===== config.mk =====
export PLATFORM = sky130hd
export DESIGN_NAME = mpu6050_ctrl
export DESIGN_NICKNAME = d
export VERILOG_FILES = /design/src/rtl/mpu6050_ctrl.sv
export SDC_FILE = /design/constraint.sdc
export NUM_CORES = 1
export LEC_CHECK = 0
export ABC_CLOCK_PERIOD_IN_PS = 4400
export CORE_ASPECT_RATIO = 0.8
export CORE_MARGIN = 5
export CORE_UTILIZATION = 30
export CTS_CLUSTER_SIZE = 8
export DETAILED_ROUTE_END_ITERATION = 16
export HOLD_SLACK_MARGIN = 0.06
export PLACE_DENSITY = 0.55
export SLEW_MARGIN = 20
export SYNTH_ARGS = -nofsm -noshare
export SYNTH_HDL_FRONTEND = slang
export SYNTH_SLANG_ARGS = --single-unit

===== constraint.sdc =====
create_clock -name dev_clk -period 4.4 [get_ports dev_clk]
set_input_delay 0.88 -clock dev_clk [delete_from_list [all_inputs] [get_ports dev_clk]]
set_output_delay 0.88 -clock dev_clk [all_outputs]
set_load 0.01 [all_outputs]

===== src/rtl/mpu6050_ctrl.sv =====
// MPU6050 controller: wakes the sensor over I2C, then periodically burst-reads the
// six accelerometer bytes through a byte-level I2C master command/response port.
module mpu6050_ctrl #(
  parameter logic [6:0]  SLAVE_ADDR = 7'h68,
  parameter int unsigned SAMPLE_DIV = 2500000,
  parameter logic [7:0]  PWR_REG    = 8'h6B,
  parameter logic [7:0]  PWR_VAL    = 8'h00,
  parameter logic [7:0]  DATA_REG   = 8'h3B
) (
  input  logic        dev_clk,
  input  logic        rst_n,
  output logic        cmd_valid,
  input  logic        cmd_ready,
  output logic [1:0]  cmd_op,
  output logic [7:0]  cmd_data,
  output logic        cmd_nack,
  input  logic        rsp_valid,
  input  logic [7:0]  rsp_data,
  input  logic        rsp_err,
  output logic [15:0] accel_x,
  output logic [15:0] accel_y,
  output logic [15:0] accel_z,
  output logic        sample_valid,
  output logic        init_done,
  output logic        err,
  output logic        busy
);

  localparam logic [3:0] StInitWait = 4'd0,  StWStart  = 4'd1,  StWAddr  = 4'd2,
                         StWReg     = 4'd3,  StWData   = 4'd4,  StWStop  = 4'd5,
                         StIdle     = 4'd6,  StRStart  = 4'd7,  StRAddrW = 4'd8,
                         StRReg     = 4'd9,  StRRstart = 4'd10, StRAddrR = 4'd11,
                         StRByte    = 4'd12, StRStop   = 4'd13, StPublish = 4'd14,
                         StAbort    = 4'd15;

  localparam logic [1:0] OpStart = 2'd0, OpWrite = 2'd1, OpRead = 2'd2, OpStop = 2'd3;
  localparam logic [31:0] TimerLoad = SAMPLE_DIV - 1;

  logic [3:0]      state_q, state_d;
  logic [5:0]      wait_q, wait_d;
  logic [31:0]     timer_q, timer_d;
  logic [2:0]      byte_cnt_q, byte_cnt_d;
  logic [5:0][7:0] rbuf_q, rbuf_d;
  logic            cmd_valid_q, cmd_valid_d;
  logic [1:0]      cmd_op_q, cmd_op_d;
  logic [7:0]      cmd_data_q, cmd_data_d;
  logic            cmd_nack_q, cmd_nack_d;
  logic            pending_q, pending_d;
  logic            abort_init_q, abort_init_d;
  logic [15:0]     accel_x_q, accel_x_d, accel_y_q, accel_y_d, accel_z_q, accel_z_d;
  logic            sample_valid_q, sample_valid_d;
  logic            init_done_q, init_done_d;
  logic            err_q, err_d;
  logic            rsp_hit, issue;
  logic [10:0]     next_cmd;

  // {has_command, opcode, byte} issued on entry to each state
  function automatic logic [10:0] cmd_of(input logic [3:0] st);
    case (st)
      StWStart, StRStart, StRRstart: cmd_of = {1'b1, OpStart, 8'h00};
      StWAddr, StRAddrW:             cmd_of = {1'b1, OpWrite, SLAVE_ADDR, 1'b0};
      StWReg:                        cmd_of = {1'b1, OpWrite, PWR_REG};
      StWData:                       cmd_of = {1'b1, OpWrite, PWR_VAL};
      StRReg:                        cmd_of = {1'b1, OpWrite, DATA_REG};
      StRAddrR:                      cmd_of = {1'b1, OpWrite, SLAVE_ADDR, 1'b1};
      StRByte:                       cmd_of = {1'b1, OpRead, 8'h00};
      StWStop, StRStop, StAbort:     cmd_of = {1'b1, OpStop, 8'h00};
      default:                       cmd_of = 11'h000;
    endcase
  endfunction

  always_comb begin
    state_d        = state_q;
    wait_d         = wait_q;
    timer_d        = (timer_q != 32'd0) ? timer_q - 32'd1 : 32'd0;
    byte_cnt_d     = byte_cnt_q;
    rbuf_d         = rbuf_q;
    cmd_valid_d    = cmd_valid_q;
    cmd_op_d       = cmd_op_q;
    cmd_data_d     = cmd_data_q;
    cmd_nack_d     = cmd_nack_q;
    pending_d      = pending_q;
    abort_init_d   = abort_init_q;
    accel_x_d      = accel_x_q;
    accel_y_d      = accel_y_q;
    accel_z_d      = accel_z_q;
    sample_valid_d = 1'b0;
    init_done_d    = init_done_q;
    err_d          = 1'b0;
    issue          = 1'b0;
    next_cmd       = 11'h000;

    if (cmd_valid_q && cmd_ready) begin
      cmd_valid_d = 1'b0;
      pending_d   = 1'b1;
    end
    // Responses with nothing outstanding (e.g. left over from before a reset) are dropped
    rsp_hit = rsp_valid && pending_q;
    if (rsp_hit) pending_d = 1'b0;

    case (state_q)
      StInitWait: begin
        wait_d = wait_q + 6'd1;
        if (wait_q == 6'd63) state_d = StWStart;
      end
      StWStart:  if (rsp_hit) state_d = StWAddr;
      StWAddr:   if (rsp_hit) state_d = rsp_err ? StAbort : StWReg;
      StWReg:    if (rsp_hit) state_d = rsp_err ? StAbort : StWData;
      StWData:   if (rsp_hit) state_d = rsp_err ? StAbort : StWStop;
      StWStop: begin
        if (rsp_hit) begin
          state_d     = StIdle;
          init_done_d = 1'b1;
        end
      end
      StIdle:    if (timer_q == 32'd0) state_d = StRStart;
      StRStart:  if (rsp_hit) state_d = StRAddrW;
      StRAddrW:  if (rsp_hit) state_d = rsp_err ? StAbort : StRReg;
      StRReg:    if (rsp_hit) state_d = rsp_err ? StAbort : StRRstart;
      StRRstart: if (rsp_hit) state_d = StRAddrR;
      StRAddrR:  if (rsp_hit) state_d = rsp_err ? StAbort : StRByte;
      StRByte: begin
        if (rsp_hit) begin
          rbuf_d[byte_cnt_q] = rsp_data;
          if (byte_cnt_q == 3'd5) begin
            state_d = StRStop;
          end else begin
            byte_cnt_d = byte_cnt_q + 3'd1;
            issue      = 1'b1;
          end
        end
      end
      StRStop: begin
        if (rsp_hit) begin
          state_d        = StPublish;
          sample_valid_d = 1'b1;
          accel_x_d      = {rbuf_q[0], rbuf_q[1]};
          accel_y_d      = {rbuf_q[2], rbuf_q[3]};
          accel_z_d      = {rbuf_q[4], rbuf_q[5]};
        end
      end
      StPublish: state_d = (timer_q == 32'd0) ? StRStart : StIdle;
      StAbort: begin
        if (rsp_hit) begin
          err_d = 1'b1;
          if (abort_init_q) begin
            state_d = StInitWait;
          end else begin
            state_d = StIdle;
            timer_d = TimerLoad;
          end
        end
      end
      default: state_d = StInitWait;
    endcase

    if ((state_d == StAbort) && (state_q != StAbort)) abort_init_d = (state_q < StIdle);

    if ((state_d != state_q) || issue) begin
      if (state_d == StInitWait) wait_d = 6'd0;
      if (state_d == StRStart) begin
        timer_d    = TimerLoad;
        byte_cnt_d = 3'd0;
      end
      next_cmd = cmd_of(state_d);
      if (next_cmd[10]) begin
        cmd_valid_d = 1'b1;
        cmd_op_d    = next_cmd[9:8];
        cmd_data_d  = (next_cmd[9:8] == OpWrite) ? next_cmd[7:0] : 8'h00;
        cmd_nack_d  = (state_d == StRByte) && (byte_cnt_d == 3'd5);
      end
    end
  end

  always_ff @(posedge dev_clk or negedge rst_n) begin
    if (!rst_n) begin
      state_q        <= StInitWait;
      wait_q         <= 6'd0;
      timer_q        <= 32'd0;
      byte_cnt_q     <= 3'd0;
      rbuf_q         <= '0;
      cmd_valid_q    <= 1'b0;
      cmd_op_q       <= 2'd0;
      cmd_data_q     <= 8'h00;
      cmd_nack_q     <= 1'b0;
      pending_q      <= 1'b0;
      abort_init_q   <= 1'b0;
      accel_x_q      <= 16'h0000;
      accel_y_q      <= 16'h0000;
      accel_z_q      <= 16'h0000;
      sample_valid_q <= 1'b0;
      init_done_q    <= 1'b0;
      err_q          <= 1'b0;
    end else begin
      state_q        <= state_d;
      wait_q         <= wait_d;
      timer_q        <= timer_d;
      byte_cnt_q     <= byte_cnt_d;
      rbuf_q         <= rbuf_d;
      cmd_valid_q    <= cmd_valid_d;
      cmd_op_q       <= cmd_op_d;
      cmd_data_q     <= cmd_data_d;
      cmd_nack_q     <= cmd_nack_d;
      pending_q      <= pending_d;
      abort_init_q   <= abort_init_d;
      accel_x_q      <= accel_x_d;
      accel_y_q      <= accel_y_d;
      accel_z_q      <= accel_z_d;
      sample_valid_q <= sample_valid_d;
      init_done_q    <= init_done_d;
      err_q          <= err_d;
    end
  end

  assign cmd_valid    = cmd_valid_q;
  assign cmd_op       = cmd_op_q;
  assign cmd_data     = cmd_data_q;
  assign cmd_nack     = cmd_nack_q;
  assign accel_x      = accel_x_q;
  assign accel_y      = accel_y_q;
  assign accel_z      = accel_z_q;
  assign sample_valid = sample_valid_q;
  assign init_done    = init_done_q;
  assign err          = err_q;
  assign busy         = (state_q != StInitWait) && (state_q != StIdle);

endmodule


==> reports/metrics.yaml <==
run_status:
  run_status: "finished, final reports clean"
worst_setup_path:
  required_ps: 4700
  path_max_fanout: 9
  r2r_cells: 7
  worstPathCellList: "clkdlybuf4s50_1 -> nand2_1 -> nor4b_1 -> a31oi_1 -> nand4b_1 -> inv_1 -> ha_1 -> nand2_1 -> o31a_1 -> o21ai_4 -> mux2_4"
  end_kind: "flip-flop"
  reg2reg_to: "timer_q[26]"
  cp_slowest_stage_delay_ps: 560
  crit_type: "input port to flip-flop"
  cpMostUsedCell: "nand2_1"
  reg2reg_slack_ps: 1270
  critPathArrivalTime_ps: 3640
  cp_slowest_cell: "clkdlybuf4s50_1"
  worstSetupStartpointType: "input port"
  timing.rr.start: "state_q[0]"
route:
  routed-via-count: 4590
  wl_um: 15730
  via_per_inst: 4.756
  drtAntennaViolNets: 0
  routedWlPerCell_um: 16.30
  drt_pass1_iterations: 4
  drtIter0Drc: 406
  drc_errors: 0
final_layout:
  syn2layout_area_growth_pct: 24.65
  n_fill_cell: 2188
  drive_above_1_share_pct: 24.96
  antenna_cells: 0
  nets: 663
  multi_input_area_um2: 2945
  register_area_um2: 3879
  stdcell_count: 965
yosys:
  yosysMostFrequentCell: "dfrtp_1"
  synthCells: 564
  ys_seq_area_share_pct: 55.38
  synthArstFlopShare_pct: 100.0
  syn_area_um2: 7004
  yosysWarnings: 0
  syn-num-nets: 587
  ys.flop_type: "dfrtp_1"
  synth_area_per_cell_um2: 12.42
  yosys-top-cells-area: "dfrtp_1 55%, mux2_2 15%, nor2_1 3.2%, xnor2_1 2.6%, ha_1 1.8%"
  synthTopCellsByCount: "155 x dfrtp_1, 96 x mux2_2, 59 x nor2_1"
  ys_ff_latch: 155
  synth_edf_count: 0
  synth_top_area_share_pct: 55.38
  synth_top_area_cell: "dfrtp_1"
  yosysUniqueCellTypes: 63
global_route:
  grt_pass1_wl_um: 26280
  grt_max_degree: 108
  grt_pass1_vias: 4913
  grt-ovfl-total: 0
  antenna_found_initial: 0
  grtUsageTotal_pct: 12.16
place:
  port_buffers: 75
  gp_congestion: 0.8106
  dp_hpwl_um: 10830
  dpl_worst_slack_ps: 700.0
  dp.cells: 932
floorplan:
  dieArea_um2: 26520
  die_h_um: 146.7
  rows: 50
  die_x_um: 180.8
  coreArea_um2: 23210
  initial_core_util_pct: 30.18
  boundaryPins: 77
sta:
  clock_skew_ps: 9.542
  fin_crit_sh_pct: 75.76
  hold_viol_final: 0
  slew_violations: 0
  fmax_mhz: 300.0
  fin_setup_tns_ps: 0
  rsz0062_at_grt: "false"
  finalSetupViolations: 0
  layout_min_cycle_time_ps: 3333
  hold_slack_ps: 321.4
  worstMarginPinSlew_ps: 692.0
  timing.final.ws_setup_ps: 1067
  slew_headroom_pct: 53.44
clock_network:
  numClockSinks: 155
  cts_tree: "yes"
  htree_num_levels: 4
  path_clk_slew_ps: 70
  insertion_delay_ps: 420
  cts_resized: 0
  post_cts_buffers: 0
  cts-root-buf: "clkbuf_16"
  clock_path_buffers: 2
  cts_hold_buf: 0
  cts_buffers: 17
pwr:
  powerDensity_nw_per_um2: 570.2
  ir_drop_mv: 0.2366
  power_w: 0.004979
  cellLeakagePower_nw: 3.886
hold_path:
  holdCritPathClass: "input port to async pin"
run:
  maxCapViolCount: 0
[cell usage in the layout (no fill, tap or decap), drive strengths merged, types with 3 or more instances in the layout]
cell / instances
or4: 5
o21ai: 18
nor2: 59
buf: 8
and2: 5
xnor2: 21
dfrtp: 155
nor3: 8
ha: 10
and3: 3
nand4: 4
bufinv: 3
clkbuf: 17
or2: 3
a211o: 4
clkdlybuf4s50: 74
nor4: 14
nand2b: 6
nand2: 24
o31ai: 3
xor2: 13
nor4b: 3
a21oi: 12
mux2i: 5
mux2: 102
inv: 24
nor3b: 3
nand3: 10
[metal layers]
| metal | track usage, % | share of wire [%] | vias to the layer above |
|---|---|---|---|
| met5 | 0 | 0 | - |
| met4 | 3.779 | 1.2 | 0 |
| met3 | 3.039 | 3.6 | 13 |
| met2 | 18.23 | 46 | 93 |
| met1 | 17.37 | 50 | 2341 |
| li1 | - | - | 2143 |
[worst max-delay path, delay by kind of cell]
kind,cells,cell delay [ps]
AOI/OAI and AO/OA,3,820
and+or+nand+nor,4,660
adders and majority gates,1,200
buffers and inverters,2,710
muxes,1,340
[report_power, final]
group	internal, W	total, W	leakage, nW	switching (W)
registers	0.00172	0.00206	2.04	0.000350
logic	0.000654	0.00136	1.54	0.000708
clock network	0.000914	0.00155	0.300	0.000638
total	0.00328	0.00498	3.89	0.00169
[cells by family after synthesis]
logic type / after synthesis / share of synthesized area (%)
compound gates: 59 / 5.877
xor+xnor: 34 / 4.252
fa+ha+maj: 10 / 1.786
buf+inv: 40 / 2.644
flops: 155 / 55.38
mux: 107 / 17.43
other cells: 1 / 0.05354
simple gates: 158 / 12.58
[worst max path at each step]
stage                          from     endpoint  slack, ps  cells after the start
after floorplan           rsp_valid  cmd_data[0]       1520                     11
after global placement      rsp_err  timer_q[22]        830                      8
after detailed placement  rsp_valid  timer_q[28]        700                      8
after CTS                 rsp_valid  timer_q[26]       1120                      8
after global routing      rsp_valid  timer_q[26]        840                      8
final                     rsp_valid     cmd_nack       1070                     11
[sequential cells by signal (all words and copies together) (netlist names), 2 cells and up]
register,count
byte_cnt_q,3
cmd_data,5
timer_q,32
accel_y,16
accel_x,16
cmd_op,2
state_q,4
rbuf_q,48
wait_q,6
accel_z,16
[layout make-up]
type | count | share of cell area (%)
Sequential cell | 155 | 44.43
Tap cell | 312 | 4.471
Inverter | 15 | 0.6449
Clock inverter | 15 | 2.264
Clock buffer | 17 | 4.872
Multi-Input combinational cell | 369 | 33.73
Timing Repair Buffer | 82 | 9.587
[through the flow]
| stage | cell area, µm² | utilization, % |
|---|---|---|
| after floorplan | 7004 | - |
| after global placement | 8080 | 34.81 |
| after detailed placement | 8080 | 34.81 |
| after CTS | 8703 | 37.50 |
| after global routing | 8731 | 37.62 |
| final | 8731 | 37.62 |
Power figures use the tool's default switching activity.
